--- config.mk ---
export PLATFORM = sky130hd
export DESIGN_NAME = complex_dot_product_row_scheduler
export DESIGN_NICKNAME = d
export VERILOG_FILES = /design/src/rtl/complex_dot_product_row_scheduler.sv
export SDC_FILE = /design/constraint.sdc
export NUM_CORES = 1
export LEC_CHECK = 0
export CAP_MARGIN = 20
export CORE_MARGIN = 4
export CORE_UTILIZATION = 56
export DETAILED_ROUTE_END_ITERATION = 10
export PLACE_DENSITY = 0.86
export SETUP_SLACK_MARGIN = 0.3
export SLEW_MARGIN = 5
export SYNTH_ARGS = -nofsm -noshare
export SYNTH_HDL_FRONTEND = slang
export SYNTH_SLANG_ARGS = --single-unit
--- constraint.sdc ---
create_clock -name clk -period 20.4 [get_ports clk]
set_input_delay 3.06 -clock clk [delete_from_list [all_inputs] [get_ports clk]]
set_output_delay 3.06 -clock clk [all_outputs]
set_load 0.02 [all_outputs]
--- src/rtl/complex_dot_product_row_scheduler.sv ---
// complex_dot_product_row_scheduler
//
// Sequences a matrix-vector job over one shared complex 8-unit dot-product
// engine. For every row it clears and resets the engine, then issues
// no_of_multiples paired matrix/vector reads. A read-now strobe follows each
// read once the memory data has arrived. The rising edge of the engine's
// finish captures that row's result, which is returned in row order over a
// valid/ready port.
//
// Ports
//   clk, main_reset         clock, async active-high reset
//   start                   one-cycle job request (honoured only when idle)
//   no_of_rows              rows in the job
//   no_of_multiples         packages per row
//   matrix_base_addr        first matrix package address
//   vector_base_addr        first vector package address
//   busy, done              job in progress / one-cycle end pulse
//   mat_rd_en, mat_rd_addr  matrix memory read
//   vec_rd_en, vec_rd_addr  vector memory read
//   dp_clear                engine main_reset
//   dp_reset                engine reset
//   dp_read_now             engine outsider_read_now
//   dp_no_of_multiples      latched package count
//   dp_finish, dp_result    engine finish level and dot product
//   res_valid, res_ready    result handshake
//   res_data, res_row       captured result and its row index
//   timeout_err             sticky watchdog flag (DP_SCHED_TIMEOUT_EN only)
//
// Build option: define DP_SCHED_TIMEOUT_EN to add a WAIT_RESULT watchdog
// of TIMEOUT_CYCLES cycles that aborts the job and sets timeout_err.
//
// state       | meaning
// ------------+------------------------------------------------------
// IDLE        | waiting for start
// SETUP       | engine clear, engine reset, then settle time
// ISSUE       | paired reads every ISSUE_GAP cycles, read-now tail
// WAIT_RESULT | waiting for a rising edge of dp_finish
// OUTPUT      | res_valid held until res_ready
// DONE        | done pulse, then back to IDLE

module complex_dot_product_row_scheduler #(
  parameter int ELEMENT_WIDTH  = 64,
  parameter int ADDR_WIDTH     = 13,
  parameter int ROW_WIDTH      = 16,
  parameter int MEM_LATENCY    = 1,
  parameter int ISSUE_GAP      = 2,
  parameter int SETUP_CYCLES   = 4,
  parameter int TIMEOUT_CYCLES = 1024
) (
  input  logic                     clk,
  input  logic                     main_reset,
  input  logic                     start,
  input  logic [ROW_WIDTH-1:0]     no_of_rows,
  input  logic [31:0]              no_of_multiples,
  input  logic [ADDR_WIDTH-1:0]    matrix_base_addr,
  input  logic [ADDR_WIDTH-1:0]    vector_base_addr,
  output logic                     busy,
  output logic                     done,
  output logic                     mat_rd_en,
  output logic                     vec_rd_en,
  output logic [ADDR_WIDTH-1:0]    mat_rd_addr,
  output logic [ADDR_WIDTH-1:0]    vec_rd_addr,
  output logic                     dp_clear,
  output logic                     dp_reset,
  output logic                     dp_read_now,
  output logic [31:0]              dp_no_of_multiples,
  input  logic                     dp_finish,
  input  logic [ELEMENT_WIDTH-1:0] dp_result,
  output logic                     res_valid,
  output logic [ELEMENT_WIDTH-1:0] res_data,
  output logic [ROW_WIDTH-1:0]     res_row,
`ifdef DP_SCHED_TIMEOUT_EN
  output logic                     timeout_err,
`endif
  input  logic                     res_ready
);

  localparam logic [2:0] S_IDLE   = 3'd0;
  localparam logic [2:0] S_SETUP  = 3'd1;
  localparam logic [2:0] S_ISSUE  = 3'd2;
  localparam logic [2:0] S_WAIT   = 3'd3;
  localparam logic [2:0] S_OUTPUT = 3'd4;
  localparam logic [2:0] S_DONE   = 3'd5;

  localparam logic [31:0] SETUP_LOAD = 32'(SETUP_CYCLES - 1);
  localparam logic [31:0] RESET_TC   = 32'(SETUP_CYCLES - 2);
  localparam logic [31:0] GAP_LOAD   = 32'(ISSUE_GAP - 1);
  localparam logic [31:0] LAT_LOAD   = 32'(MEM_LATENCY - 1);
  localparam logic [31:0] WDOG_LOAD  = 32'(TIMEOUT_CYCLES - 1);

  logic [2:0]             state;
  logic [ROW_WIDTH-1:0]   rows_lat;
  logic [ROW_WIDTH-1:0]   row;
  logic [31:0]            k;
  logic [31:0]            tmr;
  logic                   all_issued;
  logic                   empty_hold;
  logic                   finish_q;
  logic [ADDR_WIDTH-1:0]  mat_row_base;
  logic [ADDR_WIDTH-1:0]  vec_base;
  logic [MEM_LATENCY-1:0] rd_pipe;
  logic [MEM_LATENCY:0]   rd_chain;
  logic                   issue_now;
  logic                   last_pkg;
  logic                   last_row;
  logic                   finish_rise;

  // One shared down-counter: setup length, issue spacing, read-now tail
  // after the last read, and (optionally) the result watchdog.
  assign issue_now   = (state == S_ISSUE) && !all_issued && (tmr == '0);
  assign last_pkg    = (k == dp_no_of_multiples - 32'd1);
  assign last_row    = (row == rows_lat - ROW_WIDTH'(1));
  assign finish_rise = dp_finish && !finish_q;

  assign busy        = (state != S_IDLE);
  // An empty job sits one extra cycle in DONE so that its done pulse has
  // the same start-to-done spacing as the engine's setup handshake.
  assign done        = (state == S_DONE) && !empty_hold;
  assign dp_clear    = (state == S_SETUP) && (tmr == SETUP_LOAD);
  assign dp_reset    = (state == S_SETUP) && (tmr == RESET_TC);
  assign res_valid   = (state == S_OUTPUT);

  assign mat_rd_en   = issue_now;
  assign vec_rd_en   = issue_now;
  // The running row base already holds matrix_base + row*M (mod 2^ADDR_WIDTH).
  assign mat_rd_addr = issue_now ? mat_row_base + k[ADDR_WIDTH-1:0] : '0;
  assign vec_rd_addr = issue_now ? vec_base + k[ADDR_WIDTH-1:0] : '0;

  // Delay line that turns each read strobe into a read-now MEM_LATENCY later.
  assign rd_chain    = {rd_pipe, issue_now};
  assign dp_read_now = rd_pipe[MEM_LATENCY-1];

  always_ff @(posedge clk or posedge main_reset) begin
    if (main_reset) begin
      rd_pipe <= '0;
    end else begin
      rd_pipe <= rd_chain[MEM_LATENCY-1:0];
    end
  end

  always_ff @(posedge clk or posedge main_reset) begin
    if (main_reset) begin
      state              <= S_IDLE;
      rows_lat           <= '0;
      row                <= '0;
      k                  <= '0;
      tmr                <= '0;
      all_issued         <= 1'b0;
      empty_hold         <= 1'b0;
      finish_q           <= 1'b0;
      mat_row_base       <= '0;
      vec_base           <= '0;
      dp_no_of_multiples <= '0;
      res_data           <= '0;
      res_row            <= '0;
`ifdef DP_SCHED_TIMEOUT_EN
      timeout_err        <= 1'b0;
`endif
    end else begin
      finish_q <= dp_finish;
      case (state)
        S_IDLE: begin
          if (start) begin
            rows_lat           <= no_of_rows;
            dp_no_of_multiples <= no_of_multiples;
            mat_row_base       <= matrix_base_addr;
            vec_base           <= vector_base_addr;
            row                <= '0;
`ifdef DP_SCHED_TIMEOUT_EN
            timeout_err        <= 1'b0;
`endif
            if ((no_of_rows == '0) || (no_of_multiples == '0)) begin
              empty_hold <= 1'b1;
              state      <= S_DONE;
            end else begin
              empty_hold <= 1'b0;
              tmr        <= SETUP_LOAD;
              state      <= S_SETUP;
            end
          end
        end

        S_SETUP: begin
          k          <= '0;
          all_issued <= 1'b0;
          if (tmr == '0) begin
            state <= S_ISSUE;
          end else begin
            tmr <= tmr - 32'd1;
          end
        end

        S_ISSUE: begin
          if (issue_now) begin
            k <= k + 32'd1;
            if (last_pkg) begin
              all_issued <= 1'b1;
              tmr        <= LAT_LOAD;
            end else begin
              tmr <= GAP_LOAD;
            end
          end else if (tmr != '0) begin
            tmr <= tmr - 32'd1;
          end else if (all_issued) begin
            // Last read-now is on the engine this cycle.
            tmr   <= WDOG_LOAD;
            state <= S_WAIT;
          end
        end

        S_WAIT: begin
          if (finish_rise) begin
            res_data <= dp_result;
            res_row  <= row;
            state    <= S_OUTPUT;
          end
`ifdef DP_SCHED_TIMEOUT_EN
          else if (tmr == '0) begin
            timeout_err <= 1'b1;
            state       <= S_DONE;
          end else begin
            tmr <= tmr - 32'd1;
          end
`endif
        end

        S_OUTPUT: begin
          if (res_ready) begin
            if (last_row) begin
              state <= S_DONE;
            end else begin
              row          <= row + ROW_WIDTH'(1);
              mat_row_base <= mat_row_base + dp_no_of_multiples[ADDR_WIDTH-1:0];
              tmr          <= SETUP_LOAD;
              state        <= S_SETUP;
            end
          end
        end

        S_DONE: begin
          if (empty_hold) begin
            empty_hold <= 1'b0;
          end else begin
            state <= S_IDLE;
          end
        end

        default: state <= S_IDLE;
      endcase
    end
  end

endmodule

== After elaboration in Yosys (flattened, before gate mapping) ==
Cells that the tools add are included.

* ROM bits: 0
* Bits in latches: 0
* Memory bits (writable): 0
* Output and inout port bits: 146
* Memories kept: 0
* Register bits: 241

* Equality and inequality tests: 23
* $add $sub $neg: 8
* $lt $le $gt $ge: 0
* Divide/modulo/power cells: 0
* Multiplexer cells: 39
* Bitwise gates (word level): 0
* $mul: 0
* Reduce and logical (&&, ||, !) cells: 28
* Shift-type cells: 0

{| class="wikitable"
|+ Operators with widths
! cell !! number
|-
| 32-bit two-way mux || 9
|-
| 32-bit one-hot mux with 4 select lines || 1
|-
| 13-bit two-way mux || 5
|-
| 32-bit by 2-bit == test with 1-bit output (second input constant) || 2
|-
| 32-bit logical NOT || 2
|-
| 32-bit one-hot mux with 2 select lines || 1
|-
| 32-bit by 1-bit subtractor with 32-bit output (second input constant) || 2
|-
| 16-bit two-way mux || 3
|-
| 13-bit adder || 3
|-
| 32-bit by 1-bit adder with 32-bit output (second input constant) || 1
|-
| 32-bit == test || 1
|-
| 16-bit one-hot mux with 2 select lines || 1
|-
| 32-bit nonzero test || 1
|-
| 3-bit two-way mux || 10
|-
| 13-bit one-hot mux with 2 select lines || 1
|-
| 2-bit != test (second input constant) || 12
|-
| 3-bit one-hot mux with 6 select lines || 1
|-
| 16-bit by 1-bit adder with 16-bit output (second input constant) || 1
|-
| 16-bit == test || 1
|-
| 16-bit logical NOT || 1
|-
| 16-bit by 1-bit subtractor with 16-bit output (second input constant) || 1
|-
| 2-bit AND reduction || 4
|-
| 8-bit AND reduction || 1
|-
| 7-bit AND reduction || 1
|-
| 16 further kinds || 32
|}

== Longest topological paths before layout ==
* Word-level depth: 5
* Depth in mapped cells: 14
* Gate-level depth less buffers: 11

== Worst setup path after synthesis ==
Ideal clock, no wire load.

* Path kind: flip-flop to output port
* Start point: reg k[0]
* End point: out vec_rd_addr[12]
* Arrival: 2.764 ns
* Setup slack: 14.576 ns
* Cell stages (with the launch flop): 11
* Cell sequence: dfrtp_1 ha_1 fa_1 a21o_1 a21oi_1 o21bai_1 a2111o_1 a41oi_1 o21ai_0 xnor2_1 nor2_1

* Longest elaborated chain between the ends: 2

{| class="wikitable"
|+ Ends and longest elaborated chain
! item !! RTL line !! RTL
|-
| start, declared || 94 || <nowiki>logic [31:0] k;</nowiki>
|-
| start signal, assigned || 195 || <nowiki>k <= k + 32'd1;</nowiki>
|-
| 13-bit adder || 127 || <nowiki>assign vec_rd_addr = issue_now ? vec_base + k[ADDR_WIDTH-1:0] : '0;</nowiki>
|-
| 13-bit two-way mux || 127 ||
|-
| end, declared || 62 || <nowiki>output logic [ADDR_WIDTH-1:0] vec_rd_addr,</nowiki>
|}

No other way between the ends.

== Worst setup path after layout ==
* Start point: reg k[0]
* End point: out mat_rd_addr[12]

* Longest elaborated chain between the ends: 2

{| class="wikitable"
|+ Ends and longest elaborated chain
! item !! RTL line !! RTL
|-
| 13-bit adder || 126 || <nowiki>assign mat_rd_addr = issue_now ? mat_row_base + k[ADDR_WIDTH-1:0] : '0;</nowiki>
|-
| 13-bit two-way mux || 126 ||
|-
| end, declared || 61 || <nowiki>output logic [ADDR_WIDTH-1:0] mat_rd_addr,</nowiki>
|}

No other way between the ends.

==> run_results.csv <==
group,metric,value,unit
run_status,status,"completed",
sta,hold_violations,0,
clock_network,holdBufCountCts,0,
critical_path,cp.required,17.34,ns
yosys,ys.flop_type,"dfrtp_1",
global_route,grt_pass1_wl,66100,um
clock_network,clk_pin_slew,0.06,ns
global_route,gr-total-overflow,0,
floorplanning,coreArea,0.0243,mm^2
detailed_routing,drc,0,
global_route,grt_usage,30.4,%
power,combPwrFrac,48.7,%
power,leakagePower,7.85,nW
critical_path,timing.rr.start,"rows_lat[2]",
worst_hold_path,hp-start,"vec_base[0]",
critical_path,cp-startpoint,"k[0]",
global_route,use_met2,51.8,%
yosys,postSynthAreaPerCell,9.22,um^2
critical_path,cp_max_fo,9,
critical_path,crit_path_start_kind,"register",
detailed_routing,drt-total-wl,42400,um
clock_network,cts_tree,"yes",
detailed_routing,via_per_inst,5.99,
global_route,met1_usage,37.3,%
critical_path,crit_path_end_kind,"primary output",
cells_and_area,final_nets,1944,
critical_path,critPathTopFamily,"compound AO/OA/AOI/OAI gates",
sta,tightest_slew,1.04,ns
sta,setup_tns,0,ns
sta,fmax,142,MHz
flow_run,cap_violations,0,
clock_network,clock_latency,0.55,ns
critical_path,crit_type,"reg -> out",
floorplanning,die_w,165,um
sta,grt_setup_unrepaired,"false",
yosys,async_flop_share,100,%
global_route,busiest_layer,"met2",
critical_path,path_cells,"ha_1, fa_1, a21o_1, a21oi_1, o21bai_1, a2111o_1, a41oi_1, o21ai_0, xnor2_1, nor2_1, clkdlybuf4s50_1",
detailed_routing,drtIter0Drc,890,
critical_path,critPathBufInv,1,
clock_network,cts_made_buffers,27,
floorplanning,start_util,56.8,%
cells_and_area,syn_to_final_growth,29.5,%
detailed_routing,drt_first_pass_iters,5,
cells_and_area,final_util,73.6,%
power,power.density,147,mW/mm^2
yosys,synth-edff-count,0,
sta,timing.hold.ws,0.488,ns
cells_and_area,drive_above_1_share,9.52,%
floorplanning,rows,57,
critical_path,slowest_stage,"clkdlybuf4s50_1",
critical_path,critPathArrivalTime,3.96,ns
cells_and_area,final_cell_mix,"288 x clkdlybuf4s50_1, 247 x nand2_1, 241 x dfrtp_1",
yosys,ys.warnings.count,0,
clock_network,cts_setup_buffers,0,
global_route,grt_pass1_vias,12700,
clock_network,post_cts_resized,0,
placed_design,numPortBuffers,288,
yosys,synth_cell_type_count,72,
yosys,synth_cells,1499,
power,p_sw,1.13,mW
power,pwr-share-clk,19.9,%
cells_and_area,layout_commonest_cell,"clkdlybuf4s50_1",
sta,post-route-period-util,34.4,%
sta,slew_headroom,30.9,%
detailed_routing,ant_nets,0,
cells_and_area,fillers,1650,
placed_design,place_hpwl,30000,um
clock_network,clockBufferDepth,3,
power,finalPower,2.64,mW
detailed_routing,wl_per_cell,20.2,um
floorplanning,die_h,165,um
sta,slew_viol_final,0,
global_route,grt_max_degree,107,
yosys,synth-seq-cells,241,
power,swShare,42.9,%
placed_design,gp_routability_congestion,0.972,
worst_hold_path,hold_class,"reg -> reg",
yosys,seq_area_frac_synth,43.6,%
power,p_int,1.51,mW
sta,fin_skew,0.0174,ns
floorplanning,dieArea,0.0273,mm^2
global_route,grt_use_met3,7.15,%
power,ir_drop,110,uV
yosys,syn-cell-area,0.0138,mm^2
detailed_routing,vias,12600,
sta,setup_viol,0,
global_route,grt_antenna_before_repair,2,
yosys,syn_nets,1688,
clock_network,cts_max_level,1,
clock_network,root_buffer,"clkbuf_16",
sta,layout_min_cycle_time,7.02,ns
floorplanning,ios,289,
critical_path,cpPeakStageDelay,0.61,ns
clock_network,clock_sinks,241,
power,seqPwrFrac,31.4,%
layer usage:
layer	share of wire [%]	wire (um)	vias up
met3	8.0	3380	125
li1	-	-	5808
met4	4.0	1690	2
met2	49	21000	549
met1	39	16400	6111
met5	0.031	13	-
power by group through the flow:
stage / clock network (mW) / logic, mW / registers, mW
2_1_floorplan: 0 / 0.749 / 0.876
3_3_place_gp: 0 / 1.22 / 0.814
3_5_place_dp: 0 / 1.26 / 0.824
4_1_cts: 0.531 / 1.27 / 0.821
5_1_grt: 0.554 / 1.39 / 0.848
6_report: 0.526 / 1.28 / 0.828
cells in the mapped netlist (all sizes together), types with 16 or more instances:
library cell,number,share of area [%]
nand4,21,0.95
mux2,83,6.8
a21o,16,0.87
clkbuf,63,1.7
o21ai,68,2.5
a21oi,58,2.1
dfrtp,241,44
nor3,38,1.4
nand2,249,6.8
nor4,35,1.6
inv,22,0.60
or3,22,1.0
ha,43,3.9
or4,17,0.92
xor2,59,3.7
nor2,157,4.3
xnor2,73,4.6
nand3,36,1.3
registers in the layout, indices dropped and copies added, names as in the netlist:
| register | cells |
|---|---|
| row | 16 |
| k | 32 |
| state | 3 |
| tmr | 32 |
| res_row | 16 |
| vec_base | 13 |
| rows_lat | 16 |
| mat_row_base | 13 |
| empty_hold | 1 |
| dp_read_now | 1 |
| finish_q | 1 |
| res_data | 64 |
| all_issued | 1 |
| dp_no_of_multiples | 32 |
path summary, 6_finish.rpt:
kind,cells after the start,slack (ns),to
worst max-delay path,11,13.38,mat_rd_addr[12]
worst min-delay path,2,0.49,vec_base[0]
worst max register to register,8,16.13,tmr[28]
worst min register to register,2,0.49,vec_base[0]
max in group asynchronous,3,15.91,vec_base[12]
min in group asynchronous,2,3.07,res_data[48]
logic make-up (layout without fill, tap and decap cells):
kind of cell / count (synthesis) / after routing / share of synthesized area (%)
AO/OA/AOI/OAI: 236 / 236 / 11.0
XOR/XNOR: 132 / 132 / 8.37
adder cells (fa/ha/maj): 46 / 46 / 4.33
buffers and inverters: 96 / 373 / 2.79
flip-flops: 241 / 241 / 43.6
multiplexers: 88 / 88 / 7.12
other: 0 / 1 / 0
AND/OR/NAND/NOR: 660 / 660 / 22.7
cell type report:
cell class,count,area [um^2],share of cell area [%]
inverters,22,90.1,0.503
clock inverters,15,190,1.06
diodes,1,2.50,0.0140
flip-flops and latches,241,6030,33.7
well taps,324,405,2.26
repair buffers,301,2990,16.7
multi-input cells,1162,7420,41.4
clock buffers,35,776,4.33
stage by stage:
step,cells,setup WS (ns),instance area (um^2)
finish,2101,13.38,17900
global route,2101,13.15,17900
CTS,2099,13.38,17900
detailed placement,2049,13.96,16900
global placement,2049,14.00,16900
floorplan,1499,10.72,13800
worst min-delay path, delay by kind of cell, from the launching register on:
kind	cells	cell delay (ns)
and+or+nand+nor	2	0.11
DFF	1	0.35
(Power assumes the default switching activity.)
